**config.mk**
```make
export PLATFORM = sky130hd
export DESIGN_NAME = register_unit_gen2
export DESIGN_NICKNAME = d
export VERILOG_FILES = /design/src/rtl/register_unit_gen2_pkg.sv /design/src/rtl/register_unit_gen2_mem_port_fsm.sv /design/src/rtl/register_unit_gen2.sv
export SDC_FILE = /design/constraint.sdc
export NUM_CORES = 1
export LEC_CHECK = 0
export ABC_AREA = 1
export BUFFER_PORTS_ARGS = -buffer_cell sky130_fd_sc_hd__buf_4
export CAP_MARGIN = 20
export CORE_UTILIZATION = 50
export CTS_BUF_LIST = sky130_fd_sc_hd__clkbuf_8
export DETAILED_ROUTE_END_ITERATION = 8
export GPL_TIMING_DRIVEN = 0
export MAX_ROUTING_LAYER = met4
export PLACE_DENSITY_LB_ADDON = 0.08
export REMOVE_ABC_BUFFERS = 1
export SETUP_SLACK_MARGIN = 0.05
export SYNTH_ARGS = -nofsm -noshare
export SYNTH_HDL_FRONTEND = slang
export SYNTH_SLANG_ARGS = --single-unit
```
**constraint.sdc**
```tcl
create_clock -name clk -period 4.9 [get_ports clk]
set_input_delay 0.98 -clock clk [delete_from_list [all_inputs] [get_ports clk]]
set_output_delay 0.98 -clock clk [all_outputs]
set_load 0.02 [all_outputs]
```
**src/rtl/register_unit_gen2_pkg.sv**
```systemverilog
// Shared constants for the datapath register unit: register map indices,
// memory-port FSM state encoding and the B-mux index validity check.
package regunit_pkg;

    localparam int IDX_PC  = 0;
    localparam int IDX_IR  = 1;
    localparam int IDX_MDR = 2;
    localparam int IDX_MAR = 3;
    localparam int IDX_AC  = 4;
    localparam int IDX_R0  = 5;

    localparam logic [1:0] ST_IDLE = 2'd0;
    localparam logic [1:0] ST_WAIT = 2'd1;
    localparam logic [1:0] ST_DONE = 2'd2;

    function automatic logic idx_valid(input int idx, input int ngpr);
        return (idx >= 0) && (idx < IDX_R0 + ngpr);
    endfunction

endpackage

```
**src/rtl/register_unit_gen2_mem_port_fsm.sv**
```systemverilog
// Data-memory handshake sequencer with wait-state timeout and sticky error flag.
//  state   | meaning
//  IDLE    | no access; MEM_RD/MEM_WR start one
//  WAIT    | DMEM_REQ high, waiting for DMEM_ACK or timeout
//  DONE    | one-cycle completion pulse, request dropped
module mem_port_fsm
    import regunit_pkg::*;
#(
    parameter int TIMEOUT = 15
) (
    input  logic clk,
    input  logic rst_n,
    input  logic mem_rd,
    input  logic mem_wr,
    input  logic dmem_ack,
    input  logic err_clr,
    output logic busy,
    output logic mem_done,
    output logic mem_err,
    output logic dmem_req,
    output logic dmem_we,
    output logic mdr_ld,
    output logic start
);

    localparam int CW = $clog2(TIMEOUT + 2);
    // Down-counter loaded so that terminal count 0 lands on the TIMEOUT-th wait edge.
    localparam logic [CW-1:0] WLOAD = CW'((TIMEOUT == 0) ? 0 : TIMEOUT - 1);

    logic [1:0]    state_q;
    logic          is_wr_q;
    logic [CW-1:0] wcnt_q;
    logic          err_q;
    logic          timeout;

    assign start    = (state_q == ST_IDLE) && (mem_rd || mem_wr);
    assign timeout  = (state_q == ST_WAIT) && !dmem_ack && (TIMEOUT != 0) && (wcnt_q == '0);
    assign mdr_ld   = (state_q == ST_WAIT) && dmem_ack && !is_wr_q;
    assign busy     = (state_q != ST_IDLE);
    assign mem_done = (state_q == ST_DONE);
    assign dmem_req = (state_q == ST_WAIT);
    assign dmem_we  = dmem_req && is_wr_q;
    assign mem_err  = err_q;

    always_ff @(posedge clk) begin
        if (!rst_n) begin
            state_q <= ST_IDLE;
            is_wr_q <= 1'b0;
            wcnt_q  <= '0;
            err_q   <= 1'b0;
        end else begin
            case (state_q)
                ST_IDLE: begin
                    if (start) begin
                        state_q <= ST_WAIT;
                        is_wr_q <= !mem_rd;
                        wcnt_q  <= WLOAD;
                    end
                end
                ST_WAIT: begin
                    if (dmem_ack || timeout) begin
                        state_q <= ST_DONE;
                    end else if (wcnt_q != '0) begin
                        wcnt_q <= wcnt_q - CW'(1);
                    end
                end
                ST_DONE: state_q <= ST_IDLE;
                default: state_q <= ST_IDLE;
            endcase

            if (timeout) begin
                err_q <= 1'b1;
            end else if (err_clr) begin
                err_q <= 1'b0;
            end
        end
    end

endmodule

```
**src/rtl/register_unit_gen2.sv**
```systemverilog
// Datapath register file (PC, IR, MDR, MAR, AC, R0..Rn) with B-bus source mux
// and a data-memory port whose address is frozen for the duration of an access.
module register_unit_gen2
    import regunit_pkg::*;
#(
    parameter int              DW       = 8,
    parameter int              AW       = 8,
    parameter int              NGPR     = 4,
    parameter logic [AW-1:0]   RESET_PC = '0,
    parameter int              TIMEOUT  = 15,
    parameter int              SW       = 5
) (
    input  logic          clk,
    input  logic          rst_n,
    input  logic [DW-1:0] C_BUS,
    input  logic          C_WE,
    input  logic [SW-1:0] C_DST,
    input  logic [SW-1:0] B_SEL,
    output logic [DW-1:0] A_BUS,
    output logic [DW-1:0] B_BUS,
    input  logic          IR_LD,
    input  logic          PC_INC,
    input  logic [DW-1:0] INS_BUS,
    output logic [AW-1:0] INS_ADDRESS_BUS,
    output logic [DW-1:0] IR_OUT,
    input  logic          MEM_RD,
    input  logic          MEM_WR,
    output logic          BUSY,
    output logic          MEM_DONE,
    output logic          MEM_ERR,
    input  logic          ERR_CLR,
    output logic          DMEM_REQ,
    output logic          DMEM_WE,
    output logic [AW-1:0] DMEM_ADDR,
    output logic [DW-1:0] DMEM_WDATA,
    input  logic [DW-1:0] DMEM_RDATA,
    input  logic          DMEM_ACK
);

    logic [AW-1:0] pc, mar, addr_q;
    logic [DW-1:0] ir, mdr, ac;
    logic [DW-1:0] gpr [NGPR];
    logic          mdr_ld, start, busy;

    mem_port_fsm #(.TIMEOUT(TIMEOUT)) u_fsm (
        .clk      (clk),
        .rst_n    (rst_n),
        .mem_rd   (MEM_RD),
        .mem_wr   (MEM_WR),
        .dmem_ack (DMEM_ACK),
        .err_clr  (ERR_CLR),
        .busy     (busy),
        .mem_done (MEM_DONE),
        .mem_err  (MEM_ERR),
        .dmem_req (DMEM_REQ),
        .dmem_we  (DMEM_WE),
        .mdr_ld   (mdr_ld),
        .start    (start)
    );

    always_ff @(posedge clk) begin
        if (!rst_n) begin
            pc     <= RESET_PC;
            ir     <= '0;
            mdr    <= '0;
            mar    <= '0;
            ac     <= '0;
            addr_q <= '0;
            for (int i = 0; i < NGPR; i++) gpr[i] <= '0;
        end else begin
            if (C_WE && C_DST == SW'(IDX_PC)) begin
                pc <= AW'(C_BUS);
            end else if (PC_INC) begin
                pc <= pc + AW'(1);
            end
            if (IR_LD) ir <= INS_BUS;
            // Read data owns MDR during an access; ALU writes only land when idle.
            if (mdr_ld) begin
                mdr <= DMEM_RDATA;
            end else if (C_WE && C_DST == SW'(IDX_MDR) && !busy) begin
                mdr <= C_BUS;
            end
            if (C_WE && C_DST == SW'(IDX_MAR)) mar <= AW'(C_BUS);
            if (C_WE && C_DST == SW'(IDX_AC))  ac  <= C_BUS;
            for (int i = 0; i < NGPR; i++) begin
                if (C_WE && C_DST == SW'(IDX_R0 + i)) gpr[i] <= C_BUS;
            end
            if (start) addr_q <= mar;
        end
    end

    always_comb begin
        B_BUS = '0;
        if (idx_valid(int'(B_SEL), NGPR)) begin
            if (B_SEL == SW'(IDX_PC))  B_BUS = DW'(pc);
            if (B_SEL == SW'(IDX_IR))  B_BUS = ir;
            if (B_SEL == SW'(IDX_MDR)) B_BUS = mdr;
            if (B_SEL == SW'(IDX_MAR)) B_BUS = DW'(mar);
            if (B_SEL == SW'(IDX_AC))  B_BUS = ac;
            for (int i = 0; i < NGPR; i++) begin
                if (B_SEL == SW'(IDX_R0 + i)) B_BUS = gpr[i];
            end
        end
    end

    assign BUSY            = busy;
    assign A_BUS           = ac;
    assign IR_OUT          = ir;
    assign INS_ADDRESS_BUS = pc;
    assign DMEM_ADDR       = busy ? addr_q : mar;
    assign DMEM_WDATA      = mdr;

endmodule

```
==> flow_metrics.py, run 1 <==
metrics = {
    "pwr": {
        "switching_share": 0.293,
        "p_comb_frac": 0.161,
        "irDropWorstVdd_mv": 0.184,
        "p_switching_uw": 473,
        "p_int_uw": 1140,
        "p_leak_uw": 0.00233,
        "powerDensity_nw_per_um2": 303,
        "clockPowerShare": 0.325,
        "seq_power_share": 0.514,
    },
    "setup_path": {
        "start_kind": "primary input",
        "path_cells": "buf_4, nor2_4, nand2_2, nor3_2, nand2_1, nand4_1, nor2_1, nor2_1, buf_4",
        "critPathArrivalTime_ps": 2580,
        "slowest_delay_ps": 420,
        "cp_data_required_time_ps": 3920,
        "end_kind": "output pin",
        "cp_slowest_cell": "nor3_2",
        "path_class": "in2out",
        "reg2reg_slack_ps": 2850,
        "path_buf_inv": 2,
        "cpLargestDelayFamily": "simple AND/OR/NAND/NOR gates",
        "path_max_fanout": 17,
    },
    "route": {
        "wire_per_inst_um": 15.0,
        "drt_iter0_drc": 215,
        "ant_nets": 0,
        "viasPerCell": 5.42,
        "num_vias": 4231,
        "drc": 0,
        "first_pass_iters": 5,
        "drt-total-wl_um": 11800,
    },
    "clock_tree": {
        "cts.reportedPaths.clkPinSlew_ps": 90,
        "cts_tree": "built",
        "numCtsBuffers": 9,
        "h-tree-depth": 3,
        "clock_path_buffers": 2,
        "cts_setup_buffers": 0,
        "root_buffer": "clkbuf_8",
        "cts-resized-gates": 0,
        "clk_latency_ps": 360,
        "clkSinkCount": 89,
        "hold_buffers": 0,
    },
    "yosys": {
        "syn_inst": 583,
        "syn_area_um2": 4360,
        "synthAdderAreaFrac": 0.00862,
        "ys_warn_count": 0,
        "synthXorXnorAreaFrac": 0.0101,
        "synth_seq_area_share": 0.483,
        "synth_top_family_by_area": "simple AND/OR/NAND/NOR gates",
        "yosysUniqueCellTypes": 28,
        "yosys.area_share.simple": 0.303,
        "synth_compound_area_frac": 0.121,
        "postSynthAreaPerCell_um2": 7.47,
        "yosys-mux-area-fraction": 0,
        "ys_seq_elements": 89,
    },
    "sta": {
        "relSlewSlack": 0.338,
        "hold_violations": 0,
        "worstMarginPinSlew_ps": 987,
        "finClkSkew_ps": 9.24,
        "rsz0062_at_grt": "false",
        "layout_setup_ws_ps": 1340,
        "finalCritPeriodShare": 0.727,
        "fin_setup_tns_ps": 0,
        "finalCriticalPeriod_ps": 3560,
        "setup_violations": 0,
        "max_freq_mhz": 281,
        "finalMaxSlewViolations": 0,
    },
    "finish": {
        "syn2layout_area_growth_pct": 22.4,
        "final_common_cell": "nand2_1",
        "nNetsFinal": 717,
        "final_cell_mix": "115 x nand2_1, 100 x nor2_1, 97 x buf_4",
        "drive_gt1_frac": 0.207,
        "multi_input_area_um2": 1930,
        "ff_latch_area_um2": 2100,
        "n_antenna_cell": 0,
        "fillers": 746,
        "final_util": 0.639,
    },
    "placed_design": {
        "dp_hpwl_um": 8830,
        "numPortBuffers": 95,
        "gp_congestion": 0.884,
        "pre_cts_slack_ps": 1380,
    },
    "global_routing": {
        "grt_pass1_vias": 3890,
        "grt_first_pass_wirelength_um": 19000,
        "grt-ovfl-total": 0,
        "antenna_found_initial": 0,
        "grt_use_total": 0.285,
        "grt_max_degree": 47,
    },
    "floorplanning": {
        "die_w_um": 95.3,
        "placementRows": 33,
        "die_h_um": 95.3,
        "core_area_um2": 8340,
        "die_area_um2": 9090,
        "initial_core_util": 0.522,
        "io_pins": 96,
    },
    "status": {
        "status": "complete, no violations",
    },
    "job": {
        "drv_cap": 0,
    },
    "worst_hold_path": {
        "hp-class": "reg2reg",
    },
}
[state kept, by name, summed over array words and instances (netlist names)]
name	count
IR_OUT	8
INS_ADDRESS_BUS	8
addr_q	8
mar	8
u_fsm.state_q	2
u_fsm.is_wr_q	1
gpr	32
DMEM_WDATA	8
u_fsm.wcnt_q	5
A_BUS	8
u_fsm.mem_err	1
[through the flow]
step	area [um2]	hold slack, ps	std cells	power (uW)
floorplan	4270	424	563	986
global placement	5110	433	763	1100
detailed placement	5110	442	763	1100
CTS	5320	456	779	1610
global route	5330	468	781	1680
finish	5330	451	781	1620
[cell usage after synthesis]
library cell / number / area share
nor2_2: 4 / 0.0057
o21ai_1: 18 / 0.021
buf_2: 8 / 0.0092
nand3_1: 40 / 0.046
clkbuf_1: 11 / 0.0095
xnor2_1: 2 / 0.0040
nand4_1: 27 / 0.039
nor4_4: 1 / 0.0049
a21oi_1: 46 / 0.053
o211ai_1: 1 / 0.0017
clkinv_1: 1 / 0.00086
o21ai_0: 34 / 0.039
dfxtp_1: 57 / 0.26
o211a_1: 1 / 0.0023
inv_2: 14 / 0.012
a31oi_1: 3 / 0.0043
nor2_1: 100 / 0.086
nor3_2: 3 / 0.0069
edfxtp_1: 32 / 0.22
nand2_2: 1 / 0.0014
xor2_1: 3 / 0.0060
nor2_4: 3 / 0.0078
nand2_1: 115 / 0.099
ha_1: 3 / 0.0086
buf_1: 1 / 0.00086
nor3_1: 3 / 0.0034
or2_2: 2 / 0.0029
inv_1: 49 / 0.042
[cell type report]
class,count,share of cell area
sequential,89,0.394
multi-input combinational,410,0.362
timing repair buffer,97,0.137
inverter,64,0.0451
tap,105,0.0246
clock buffer,9,0.0232
clock inverter,7,0.0146
[metal layers]
layer / vias to the layer above / routed length, um / GRT usage
li1: 2108 / - / -
met1: 1914 / 5240 / 0.374
met2: 182 / 5430 / 0.445
met3: 27 / 816 / 0.0502
met4: 0 / 267 / 0.0972
met5: - / 0 / -
[kinds of logic after synthesis]
logic type	after synthesis
adders and majority gates	3
xor gates and xnor gates	5
AOI/OAI and AO/OA	103
buffers and inverters	84
and+or+nand+nor	299
DFF	89
[worst min-delay path, delay by kind of cell, from the launching register on]
family	cells	cell delay, ps
compound gates	1	50
buf+inv	1	50
flops	1	310
[power groups by stage]
stage | logic, uW | clock network (uW) | registers [uW]
detailed placement | 256 | 0 | 847
global placement | 250 | 0 | 846
CTS | 256 | 524 | 830
finish | 260 | 524 | 830
global route | 289 | 559 | 836
floorplan | 131 | 0 | 855
[final timing paths]
check | endpoint | cells after the start | start
setup / recovery | B_BUS[4] | 9 | B_SEL[4]
hold / removal | addr_q[3]$_SDFFE_PN0P_ | 2 | addr_q[3]$_SDFFE_PN0P_
setup reg to reg | DMEM_WDATA[0]$_SDFFE_PN0P_ | 8 | u_fsm.state_q[1]$_SDFFE_PN0P_
hold reg to reg | addr_q[3]$_SDFFE_PN0P_ | 2 | addr_q[3]$_SDFFE_PN0P_
Power figures use the tool's default switching activity.
==> run 2, diff against run 1 <==
clock period = 2.99 ns   (was 4.9 ns; I/O delays follow)
==> flow_metrics.py, run 2 (synthesis results as in run 1) <==
metrics = {
    "route": {
        "first_pass_iters": 5,
        "drt_iter0_drc": 240,
        "ant_nets": 0,
        "viasPerCell": 5.44,
        "num_vias": 4251,
        "wire_per_inst_um": 15.1,
        "drc": 0,
        "drt-total-wl_um": 11800,
    },
    "finish": {
        "top_register": "gpr",
        "syn2layout_area_growth_pct": 22.6,
        "n_antenna_cell": 0,
        "nNetsFinal": 717,
        "largest_register_ffs": 32,
        "final_common_cell": "nand2_1",
        "drive_gt1_frac": 0.207,
        "final_cell_mix": "115 x nand2_1, 100 x nor2_1, 97 x buf_4",
    },
    "clock_tree": {
        "h-tree-depth": 3,
        "clk_latency_ps": 360,
        "hold_buffers": 0,
        "cts_setup_buffers": 0,
        "cts.reportedPaths.clkPinSlew_ps": 100,
        "numCtsBuffers": 9,
        "cts-resized-gates": 0,
        "root_buffer": "clkbuf_8",
        "clock_path_buffers": 2,
        "cts_tree": "built",
        "clkSinkCount": 89,
    },
    "global_routing": {
        "grt_use_total": 0.285,
        "grt_pass1_vias": 3890,
        "grt-ovfl-total": 0,
        "grt_first_pass_wirelength_um": 19000,
        "grt_max_degree": 47,
        "antenna_found_initial": 0,
    },
    "sta": {
        "fin_setup_tns_ps": 0,
        "hold_violations": 0,
        "layout_setup_ws_ps": 234,
        "rsz0062_at_grt": "false",
        "finalCritPeriodShare": 0.922,
        "finClkSkew_ps": 8.15,
        "finalCriticalPeriod_ps": 2760,
        "max_freq_mhz": 363,
        "finalMaxSlewViolations": 0,
        "setup_violations": 0,
        "relSlewSlack": 0.359,
        "worstMarginPinSlew_ps": 956,
    },
    "placed_design": {
        "gp_congestion": 0.884,
        "dp_hpwl_um": 8830,
        "numPortBuffers": 95,
        "pre_cts_slack_ps": 230,
    },
    "floorplanning": {
        "core_area_um2": 8340,
        "initial_core_util": 0.522,
        "die_h_um": 95.3,
        "placementRows": 33,
        "io_pins": 96,
        "die_w_um": 95.3,
        "die_area_um2": 9090,
    },
    "setup_path": {
        "start_kind": "primary input",
        "cp_data_required_time_ps": 2390,
        "path_max_fanout": 17,
        "path_class": "in2out",
        "end_kind": "output pin",
        "critPathArrivalTime_ps": 2160,
    },
    "worst_hold_path": {
        "hp-class": "in2reg",
    },
    "status": {
        "status": "complete, no violations",
    },
    "pwr": {
        "p_leak_uw": 0.00233,
        "power_uw": 2650,
        "powerDensity_nw_per_um2": 497,
        "irDropWorstVdd_mv": 0.303,
    },
    "job": {
        "drv_cap": 0,
    },
}
run 2: cell types whose count changed in the layout (fill, tap and decap cells not counted):
| cell | before | now |
|---|---|---|
| nor3_2 | 3 | 2 |
| nor3_4 | 0 | 1 |
run 2: area by class of cell:
| cell class | count | area [um2] |
|---|---|---|
| Fill cell | 746 | 3000 |
| Sequential cell | 89 | 2100 |
| Multi-Input combinational cell | 410 | 1930 |
| Timing Repair Buffer | 97 | 728 |
| Inverter | 64 | 240 |
| Tap cell | 105 | 131 |
| Clock buffer | 9 | 124 |
| Clock inverter | 7 | 77.6 |
run 2: critical path, cell delays in order:
cell     delay, ps
buf_4          140
nor2_4         330
nand2_2        160
nor2_2         320
nand2_1        100
nand4_1        130
nand2_1         60
a21oi_1        150
buf_4          170
run 2: path summary, 6_finish.rpt:
path	slack [ps]	from	cells after the start	endpoint
max reg2reg	930	u_fsm.state_q[1]$_SDFFE_PN0P_	8	DMEM_WDATA[0]$_SDFFE_PN0P_
max	230	B_SEL[4]	9	B_BUS[3]
min reg2reg	450	addr_q[3]$_SDFFE_PN0P_	2	addr_q[3]$_SDFFE_PN0P_
min	450	INS_BUS[3]	3	IR_OUT[3]$_SDFFE_PN0P_
run 2: per-stage QoR:
step | hold WS (ps) | instance area [um2] | instances | utilization
2_1_floorplan | 424 | 4270 | 563 | -
3_3_place_gp | 433 | 5110 | 763 | 0.613
3_5_place_dp | 442 | 5110 | 763 | 0.613
4_1_cts | 451 | 5320 | 779 | 0.637
5_1_grt | 452 | 5340 | 781 | 0.640
6_report | 449 | 5340 | 781 | 0.640
run 2: routing by layer:
metal  global-route usage  up-vias  wire [um]
met5                    -        -          0
met4               0.0972        0        298
met3               0.0502       30        846
met2                0.445      173       5430
met1                0.374     1940       5240
li1                     -     2108          -
run 2: report_power, final:
| part | switching, uW | internal (uW) | total, uW |
|---|---|---|---|
| clock network | 470 | 394 | 864 |
| logic | 270 | 157 | 427 |
| registers | 40.1 | 1320 | 1360 |
| total | 780 | 1870 | 2650 |
